==> config.mk <==
export PLATFORM = sky130hd
export DESIGN_NAME = ppm_byte_assembler_flat
export DESIGN_NICKNAME = d
export VERILOG_FILES = /design/src/rtl/ppm_byte_assembler_if.sv /design/src/rtl/ppm_byte_assembler.sv /design/src/flat_wrapper.sv
export SDC_FILE = /design/constraint.sdc
export NUM_CORES = 1
export LEC_CHECK = 0
export ABC_AREA = 0
export BUFFER_PORTS_ARGS = -buffer_cell sky130_fd_sc_hd__buf_4
export CAP_MARGIN = 20
export CORE_AREA = 2 2 109 111
export CTS_CLUSTER_SIZE = 25
export DETAILED_ROUTE_END_ITERATION = 6
export DIE_AREA = 0 0 111 113
export GPL_ROUTABILITY_DRIVEN = 0
export PLACE_DENSITY_LB_ADDON = 0.25
export SYNTH_ARGS = -nofsm -noshare
export SYNTH_HDL_FRONTEND = slang
export SYNTH_SLANG_ARGS = --single-unit
==> constraint.sdc <==
create_clock -name clk -period 2.3 [get_ports clk]
set_clock_uncertainty 0.15 [all_clocks]
set_input_delay 0.23 -clock clk [delete_from_list [all_inputs] [get_ports clk]]
set_output_delay 0.23 -clock clk [all_outputs]
set_load 0.01 [all_outputs]
==> src/rtl/ppm_byte_assembler_if.sv <==
// ---------------------------------------------------------------------------
// ppm_byte_assembler_if
//
// Byte stream from the PPM byte assembler to the frame/CRC layer.
//
//   byte_data   head byte of the assembler FIFO (0 while empty)
//   byte_valid  FIFO holds at least one byte
//   byte_ready  consumer takes the head byte when byte_valid && byte_ready
//
// Modports:
//   master  producer side (ppm_byte_assembler)
//   slave   consumer side (frame/CRC layer)
// ---------------------------------------------------------------------------
interface ppm_byte_assembler_if;
  logic [7:0] byte_data;
  logic       byte_valid;
  logic       byte_ready;

  modport master (
    output byte_data,
    output byte_valid,
    input  byte_ready
  );

  modport slave (
    input  byte_data,
    input  byte_valid,
    output byte_ready
  );
endinterface

==> src/rtl/ppm_byte_assembler.sv <==
// ---------------------------------------------------------------------------
// ppm_byte_assembler
//
// Sits behind the PPM 1-of-4 symbol generator. Collects decoded 2-bit
// symbols while a frame is active, packs four of them (first symbol in the
// least significant pair) into a byte and queues the byte in a small FIFO
// that the frame/CRC layer drains over a valid/ready interface. End of frame
// is taken either from the frame-active signal falling or from a run of
// TIMEOUT_TICKS clk16 ticks without a captured symbol. A frame that ends on
// a partial byte raises frame_err; a byte that finds the FIFO full is
// dropped and raises overflow. Both flags are sticky until the next frame.
//
// Ports:
//   clk          system clock
//   rst          asynchronous active-high reset
//   clk16        single-cycle tick enable shared with the symbol generator
//   state_in     frame active (high from SOF detect)
//   sym_in       3'b0xx = symbol xx, 3'b1xx = no symbol
//   sym_done_in  symbol-complete level, held for a full clk16 period
//   bus          byte stream (master modport): byte_data/byte_valid/byte_ready
//   frame_end    one-cycle pulse at end of frame
//   frame_err    sticky, frame ended with a partial byte
//   overflow     sticky, a byte was dropped on a full FIFO
//   crc_ok       (PPM_CRC16_EN only) frame CRC residue matched, held to next frame
//
// Build option:
//   PPM_CRC16_EN  adds crc_ok and a CRC-16/ISO-15693 checker fed by every
//                 byte the packer produces (dropped bytes included).
//
// Parameters:
//   FIFO_DEPTH     byte FIFO entries, power of two, >= 2
//   TIMEOUT_TICKS  silent clk16 ticks in a frame before end of frame
// ---------------------------------------------------------------------------
module ppm_byte_assembler #(
  parameter int FIFO_DEPTH    = 4,
  parameter int TIMEOUT_TICKS = 24
) (
  input  logic                 clk,
  input  logic                 rst,
  input  logic                 clk16,
  input  logic                 state_in,
  input  logic [2:0]           sym_in,
  input  logic                 sym_done_in,
  ppm_byte_assembler_if.master bus,
  output logic                 frame_end,
  output logic                 frame_err,
  output logic                 overflow
`ifdef PPM_CRC16_EN
  ,
  output logic                 crc_ok
`endif
);

  localparam int AW = (FIFO_DEPTH > 1) ? $clog2(FIFO_DEPTH) : 1;
  localparam int PW = AW + 1;
  localparam int TW = $clog2(TIMEOUT_TICKS + 1);
  localparam logic [TW-1:0] TMO_MAX = TW'(TIMEOUT_TICKS);

  typedef enum logic [1:0] {
    S_IDLE = 2'd0,
    S_RECV = 2'd1,
    S_DONE = 2'd2
  } state_t;

  state_t        st;
  logic          state_in_q;
  logic [1:0]    sym_cnt;
  logic [5:0]    shift;
  logic [TW-1:0] timeout;

  logic          sym_take;
  logic [1:0]    cnt_nxt;
  logic [TW-1:0] tmo_nxt;
  logic          in_rise;
  logic          in_fall;
  logic          end_frame;

  logic [7:0]    mem [FIFO_DEPTH];
  logic [PW-1:0] wr_ptr;
  logic [PW-1:0] rd_ptr;
  logic          fifo_empty;
  logic          fifo_full;
  logic          push;
  logic          pop;
  logic          push_ok;
  logic          push_drop;
  logic [7:0]    push_byte;

`ifdef PPM_CRC16_EN
  logic [15:0]   crc;
  logic [15:0]   crc_nxt;

  // Reflected CRC-16 (poly 0x8408), one byte, LSB first.
  function automatic logic [15:0] crc16_byte(input logic [15:0] crc_in,
                                             input logic [7:0]  data);
    logic [15:0] c;
    c = crc_in ^ {8'h00, data};
    for (int i = 0; i < 8; i++)
      c = c[0] ? ((c >> 1) ^ 16'h8408) : (c >> 1);
    return c;
  endfunction
`endif

  // -------------------------------------------------------------------------
  // Symbol capture and packing
  // -------------------------------------------------------------------------
  // sym_done_in is a level held for a whole clk16 period, so qualifying it
  // with the tick yields exactly one capture per symbol.
  assign sym_take  = clk16 && sym_done_in && !sym_in[2] && (st == S_RECV);
  assign cnt_nxt   = sym_take ? (sym_cnt + 2'd1) : sym_cnt;
  assign push      = sym_take && (sym_cnt == 2'd3);
  // The fourth symbol bypasses the shift register and goes straight out.
  assign push_byte = {sym_in[1:0], shift};

  assign in_rise   = state_in && !state_in_q;
  assign in_fall   = !state_in && state_in_q;

  // Silence counter: a capture always wins over an expiring tick.
  always_comb begin
    tmo_nxt = timeout;
    if (sym_take)
      tmo_nxt = '0;
    else if (clk16 && (timeout != TMO_MAX))
      tmo_nxt = timeout + TW'(1);
  end

  // Timeout and a falling frame-active in the same cycle collapse into one
  // DONE entry.
  assign end_frame = (st == S_RECV) && (in_fall || (tmo_nxt == TMO_MAX));

  // -------------------------------------------------------------------------
  // Byte FIFO
  // -------------------------------------------------------------------------
  // Pointers carry one extra wrap bit: equal pointers mean empty, equal
  // indices with differing wrap bits mean full.
  assign fifo_empty = (wr_ptr == rd_ptr);
  assign fifo_full  = (wr_ptr[AW] != rd_ptr[AW]) &&
                      (wr_ptr[AW-1:0] == rd_ptr[AW-1:0]);
  assign pop        = bus.byte_valid && bus.byte_ready;
  // A pop in the same cycle frees the slot a push on a full FIFO needs.
  assign push_ok    = push && (!fifo_full || pop);
  assign push_drop  = push && fifo_full && !pop;

  assign bus.byte_valid = !fifo_empty;
  assign bus.byte_data  = fifo_empty ? 8'h00 : mem[rd_ptr[AW-1:0]];

  always_ff @(posedge clk or posedge rst) begin
    if (rst) begin
      wr_ptr <= '0;
      rd_ptr <= '0;
    end else begin
      if (push_ok)
        wr_ptr <= wr_ptr + PW'(1);
      if (pop)
        rd_ptr <= rd_ptr + PW'(1);
    end
  end

  // Storage needs no reset: the pointers alone decide what is visible.
  always_ff @(posedge clk) begin
    if (push_ok)
      mem[wr_ptr[AW-1:0]] <= push_byte;
  end

`ifdef PPM_CRC16_EN
  // Every byte the packer emits is folded in, whether or not the FIFO kept it.
  always_comb begin
    crc_nxt = crc;
    if (push)
      crc_nxt = crc16_byte(crc, push_byte);
  end
`endif

  // -------------------------------------------------------------------------
  // Frame FSM
  // -------------------------------------------------------------------------
  always_ff @(posedge clk or posedge rst) begin
    if (rst) begin
      st         <= S_IDLE;
      state_in_q <= 1'b0;
      sym_cnt    <= 2'd0;
      shift      <= 6'd0;
      timeout    <= '0;
      frame_end  <= 1'b0;
      frame_err  <= 1'b0;
      overflow   <= 1'b0;
`ifdef PPM_CRC16_EN
      crc        <= 16'hFFFF;
      crc_ok     <= 1'b0;
`endif
    end else begin
      state_in_q <= state_in;
      frame_end  <= 1'b0;
      if (push_drop)
        overflow <= 1'b1;

      unique case (st)
        S_IDLE: begin
          if (in_rise) begin
            st        <= S_RECV;
            sym_cnt   <= 2'd0;
            shift     <= 6'd0;
            timeout   <= '0;
            frame_err <= 1'b0;
            overflow  <= 1'b0;
`ifdef PPM_CRC16_EN
            crc       <= 16'hFFFF;
            crc_ok    <= 1'b0;
`endif
          end
        end

        S_RECV: begin
          timeout <= tmo_nxt;
          sym_cnt <= cnt_nxt;
          if (sym_take) begin
            case (sym_cnt)
              2'd0:    shift[1:0] <= sym_in[1:0];
              2'd1:    shift[3:2] <= sym_in[1:0];
              2'd2:    shift[5:4] <= sym_in[1:0];
              default: shift      <= 6'd0;
            endcase
          end
`ifdef PPM_CRC16_EN
          crc <= crc_nxt;
`endif
          // Flags are registered on DONE entry so they line up with
          // frame_end; cnt_nxt includes a capture landing this same cycle.
          if (end_frame) begin
            st        <= S_DONE;
            frame_end <= 1'b1;
            if (cnt_nxt != 2'd0)
              frame_err <= 1'b1;
`ifdef PPM_CRC16_EN
            crc_ok    <= (crc_nxt == 16'hF0B8) &&
                         !(frame_err || (cnt_nxt != 2'd0));
`endif
          end
        end

        S_DONE: begin
          // Any partial byte is discarded here.
          st      <= S_IDLE;
          sym_cnt <= 2'd0;
          shift   <= 6'd0;
          timeout <= '0;
        end

        default: st <= S_IDLE;
      endcase
    end
  end

endmodule

==> src/flat_wrapper.sv <==
// flat-port wrapper written by rule: the top's interface ports become plain ports
module ppm_byte_assembler_flat 
#(
  parameter int FIFO_DEPTH    = 4,
  parameter int TIMEOUT_TICKS = 24
)
  (clk, rst, clk16, state_in, sym_in, sym_done_in, frame_end, frame_err, overflow, bus_byte_data, bus_byte_valid, bus_byte_ready);
  ppm_byte_assembler_if bus_i ();
  input  logic clk;
  input  logic rst;
  input  logic clk16;
  input  logic state_in;
  input  logic [2:0] sym_in;
  input  logic sym_done_in;
  output logic frame_end;
  output logic frame_err;
  output logic overflow;
  output wire logic [$bits(bus_i.byte_data)-1:0] bus_byte_data;
  output wire logic [$bits(bus_i.byte_valid)-1:0] bus_byte_valid;
  input wire logic [$bits(bus_i.byte_ready)-1:0] bus_byte_ready;
  assign bus_byte_data = bus_i.byte_data;
  assign bus_byte_valid = bus_i.byte_valid;
  assign bus_i.byte_ready = bus_byte_ready;
  ppm_byte_assembler #(.FIFO_DEPTH(FIFO_DEPTH), .TIMEOUT_TICKS(TIMEOUT_TICKS)) u_core (.clk(clk), .rst(rst), .clk16(clk16), .state_in(state_in), .sym_in(sym_in), .sym_done_in(sym_done_in), .bus(bus_i), .frame_end(frame_end), .frame_err(frame_err), .overflow(overflow));
endmodule
==> results.py <==
metrics = {
    "place": {
        "dp_hpwl_mm": 3.71,
        "placed_cells": 356,
        "port-buffer-count": 20,
    },
    "power": {
        "power_density_nw_per_um2": 1070,
        "peakVddDrop_mv": 0.355,
        "p_leak_nw": 1.36,
    },
    "synth": {
        "synth_xor_area_share_pct": 3.99,
        "synth_seq_cells": 57,
        "synth-async-reset-ratio_pct": 43.9,
        "synthCells": 196,
        "syn_nets": 216,
        "syn_area_per_cell_um2": 14.1,
        "synth-main-ff-cell": "edfxtp_1",
        "synth_mux_area_share_pct": 8.44,
        "synthAdderAreaFrac_pct": 4.99,
        "synth-edff-count": 32,
        "ys_seq_area_share_pct": 57.6,
        "synth_top_family_by_area": "simple AND/OR/NAND/NOR gates",
        "synth_compound_area_share_pct": 8.40,
        "synth_simple_gate_area_share_pct": 13.2,
        "netlist_area_um2": 2760,
        "synth.distinct_cells": 47,
        "synth.yosys.warnings": 0,
    },
    "worst_setup_path": {
        "cp_max_fo": 10,
        "arrival_ns": 1.83,
        "critPathRequiredTime_ns": 1.92,
        "rr_worst_depth": 4,
        "max_stage_delay_ns": 0.58,
        "setup.worst_path.class": "reg2out",
        "crit_path_end_kind": "output pin",
        "start_kind": "register",
        "slowest_stage": "mux4_1",
        "cp_num_cells": 4,
        "crit_path_cell_trace": "buf_6, mux4_1, and2_1, buf_4",
        "critical-path-top-delay-family": "multiplexers",
        "crit_buf_inv": 2,
        "r2r_slack_ns": 0.27,
    },
    "timing": {
        "setup_tns_ns": 0,
        "hold_viol": 0,
        "drv_slew": 0,
        "max-slew-margin-rel_pct": 69.2,
        "fin_crit_sh_pct": 96.0,
        "fin_crit_ns": 2.21,
        "tightest_slew_ns": 0.458,
        "setup_viol": 0,
        "rsz0062_at_grt": "false",
        "maxClockFrequency_ghz": 0.453,
        "hold_ws_ns": 0.0152,
    },
    "detailed_routing": {
        "wire_per_inst_um": 13.8,
        "drt_iter0_markers": 55,
        "via_per_inst": 4.30,
        "drc_errors": 0,
        "via_count": 1609,
        "antenna_left": 0,
        "dr.pass1.iters": 4,
        "drt-total-wl_mm": 5.17,
    },
    "final_layout": {
        "layout.cells.most_common": "edfxtp_1",
        "area_growth_pct": 23.9,
        "layout_common_cells": "edfxtp_1, dfrtp_1, buf_4",
        "final_nets": 246,
        "diodes": 0,
        "layout-drive-gt1-share_pct": 23.4,
        "final_cells": 374,
    },
    "hold_path": {
        "holdPathStages": 1,
        "hp-class": "in2reg",
    },
    "cts": {
        "cts-root-buf": "clkbuf_16",
        "cts.clk_slew.worst_paths_ns": 0.06,
        "clk_latency_ns": 0.32,
        "cts_sinks": 57,
        "h-tree-depth": 3,
        "cts_inserted_buffers": 9,
        "clockBufferDepth": 2,
        "cts_tree": "yes",
    },
    "die": {
        "placement_rows": 39,
        "coreArea_um2": 11300,
        "die_x_um": 111,
        "io_pins": 21,
        "start_util_pct": 24.5,
        "die_h_um": 113,
        "die-area_um2": 12500,
    },
    "job": {
        "maxCapViolations": 0,
    },
    "grt": {
        "antenna_found_initial": 0,
        "grt_use_total_pct": 8.89,
        "grt_overflow_total": 0,
        "grt_max_degree": 26,
        "first_global_vias": 1673,
        "grt_pass1_wl_mm": 8.74,
    },
    "run_status": {
        "status": "completed",
    },
}
==> flip-flops by register name, summed over array words and instances, names as in the netlist <==
name,cells
u_core.frame_end,1
u_core.frame_err,1
u_core.mem,32
u_core.overflow,1
u_core.rd_ptr,3
u_core.shift,6
u_core.st,2
u_core.state_in_q,1
u_core.sym_cnt,2
u_core.timeout,5
u_core.wr_ptr,3
==> metal layers <==
| layer | vias to the layer above | global-route usage [%] | routed length (µm) | part of all wire [%] |
|---|---|---|---|---|
| li1 | 793 | - | - | - |
| met1 | 785 | 11.7 | 2570 | 50 |
| met2 | 31 | 13.9 | 2410 | 47 |
| met3 | 0 | 3.11 | 183 | 3.5 |
| met4 | 0 | 2.75 | 0 | 0 |
| met5 | - | 0 | 0 | 0 |
==> cells in the mapped netlist, drive strengths merged (3+ instances only) <==
cell	count	area, µm²
a21o	3	22.5
a21oi	6	30.0
a22o	6	52.6
and2	12	77.6
buf	7	52.5
dfrtp	25	626
edfxtp	32	961
ha	11	138
inv	11	41.3
mux4	8	210
nand2	14	62.6
nand3	4	25.0
nand4	5	31.3
nor2	7	26.3
nor4	4	46.3
o21ai	7	35.0
xnor2	5	43.8
xor2	5	66.3
==> what timing repair did <==
action	in CTS	in global routing
hold buffers	2	0
buffers inserted	0	0
resized for setup	0	1
setup endpoints to repair	0	2
endpoints found under the hold margin	26	0
==> layout make-up <==
cell class	count	area, µm²
Clock inverter	7	104
Fill cell	1104	7860
Timing Repair Buffer	26	204
Sequential cell	57	1590
Tap cell	143	179
Multi-Input combinational cell	121	1080
Inverter	11	41.3
Clock buffer	9	225
==> per-stage QoR <==
step	utilization [%]	area [µm²]	total power, mW	setup WS, ns
final	30.3	3420	3.64	0.0912
after global routing	30.3	3420	3.86	0.0134
after CTS	30.3	3410	3.70	0.0393
after detailed placement	27.2	3060	2.24	0.224
after global placement	27.2	3060	2.22	0.283
after floorplan	-	2760	1.93	0.428
==> power breakdown <==
| part | leakage [nW] | switching, mW | internal, mW |
|---|---|---|---|
| Clock | 0.160 | 0.485 | 0.958 |
| Combinational | 0.585 | 0.458 | 0.480 |
| Sequential | 0.619 | 0.0909 | 1.17 |
==> cell families after synthesis <==
logic type / count (synthesis)
compound gates: 33
xor+xnor: 10
fa+ha+maj: 11
buf+inv: 18
flops: 57
mux: 10
simple gates: 57
==> path summary, 6_finish.rpt <==
path / from / endpoint
worst min register to register: u_core.rd_ptr[2] / u_core.rd_ptr[2]
worst max register to register: u_core.wr_ptr[2] / u_core.mem[2][5]
worst min-delay path: sym_in[0] / u_core.mem[3][6]
min in group asynchronous: rst / u_core.rd_ptr[2]
max in group asynchronous: rst / u_core.shift[5]
worst max-delay path: u_core.rd_ptr[0] / bus_byte_data[5]
No activity file was read; power rests on OpenSTA's default activity.
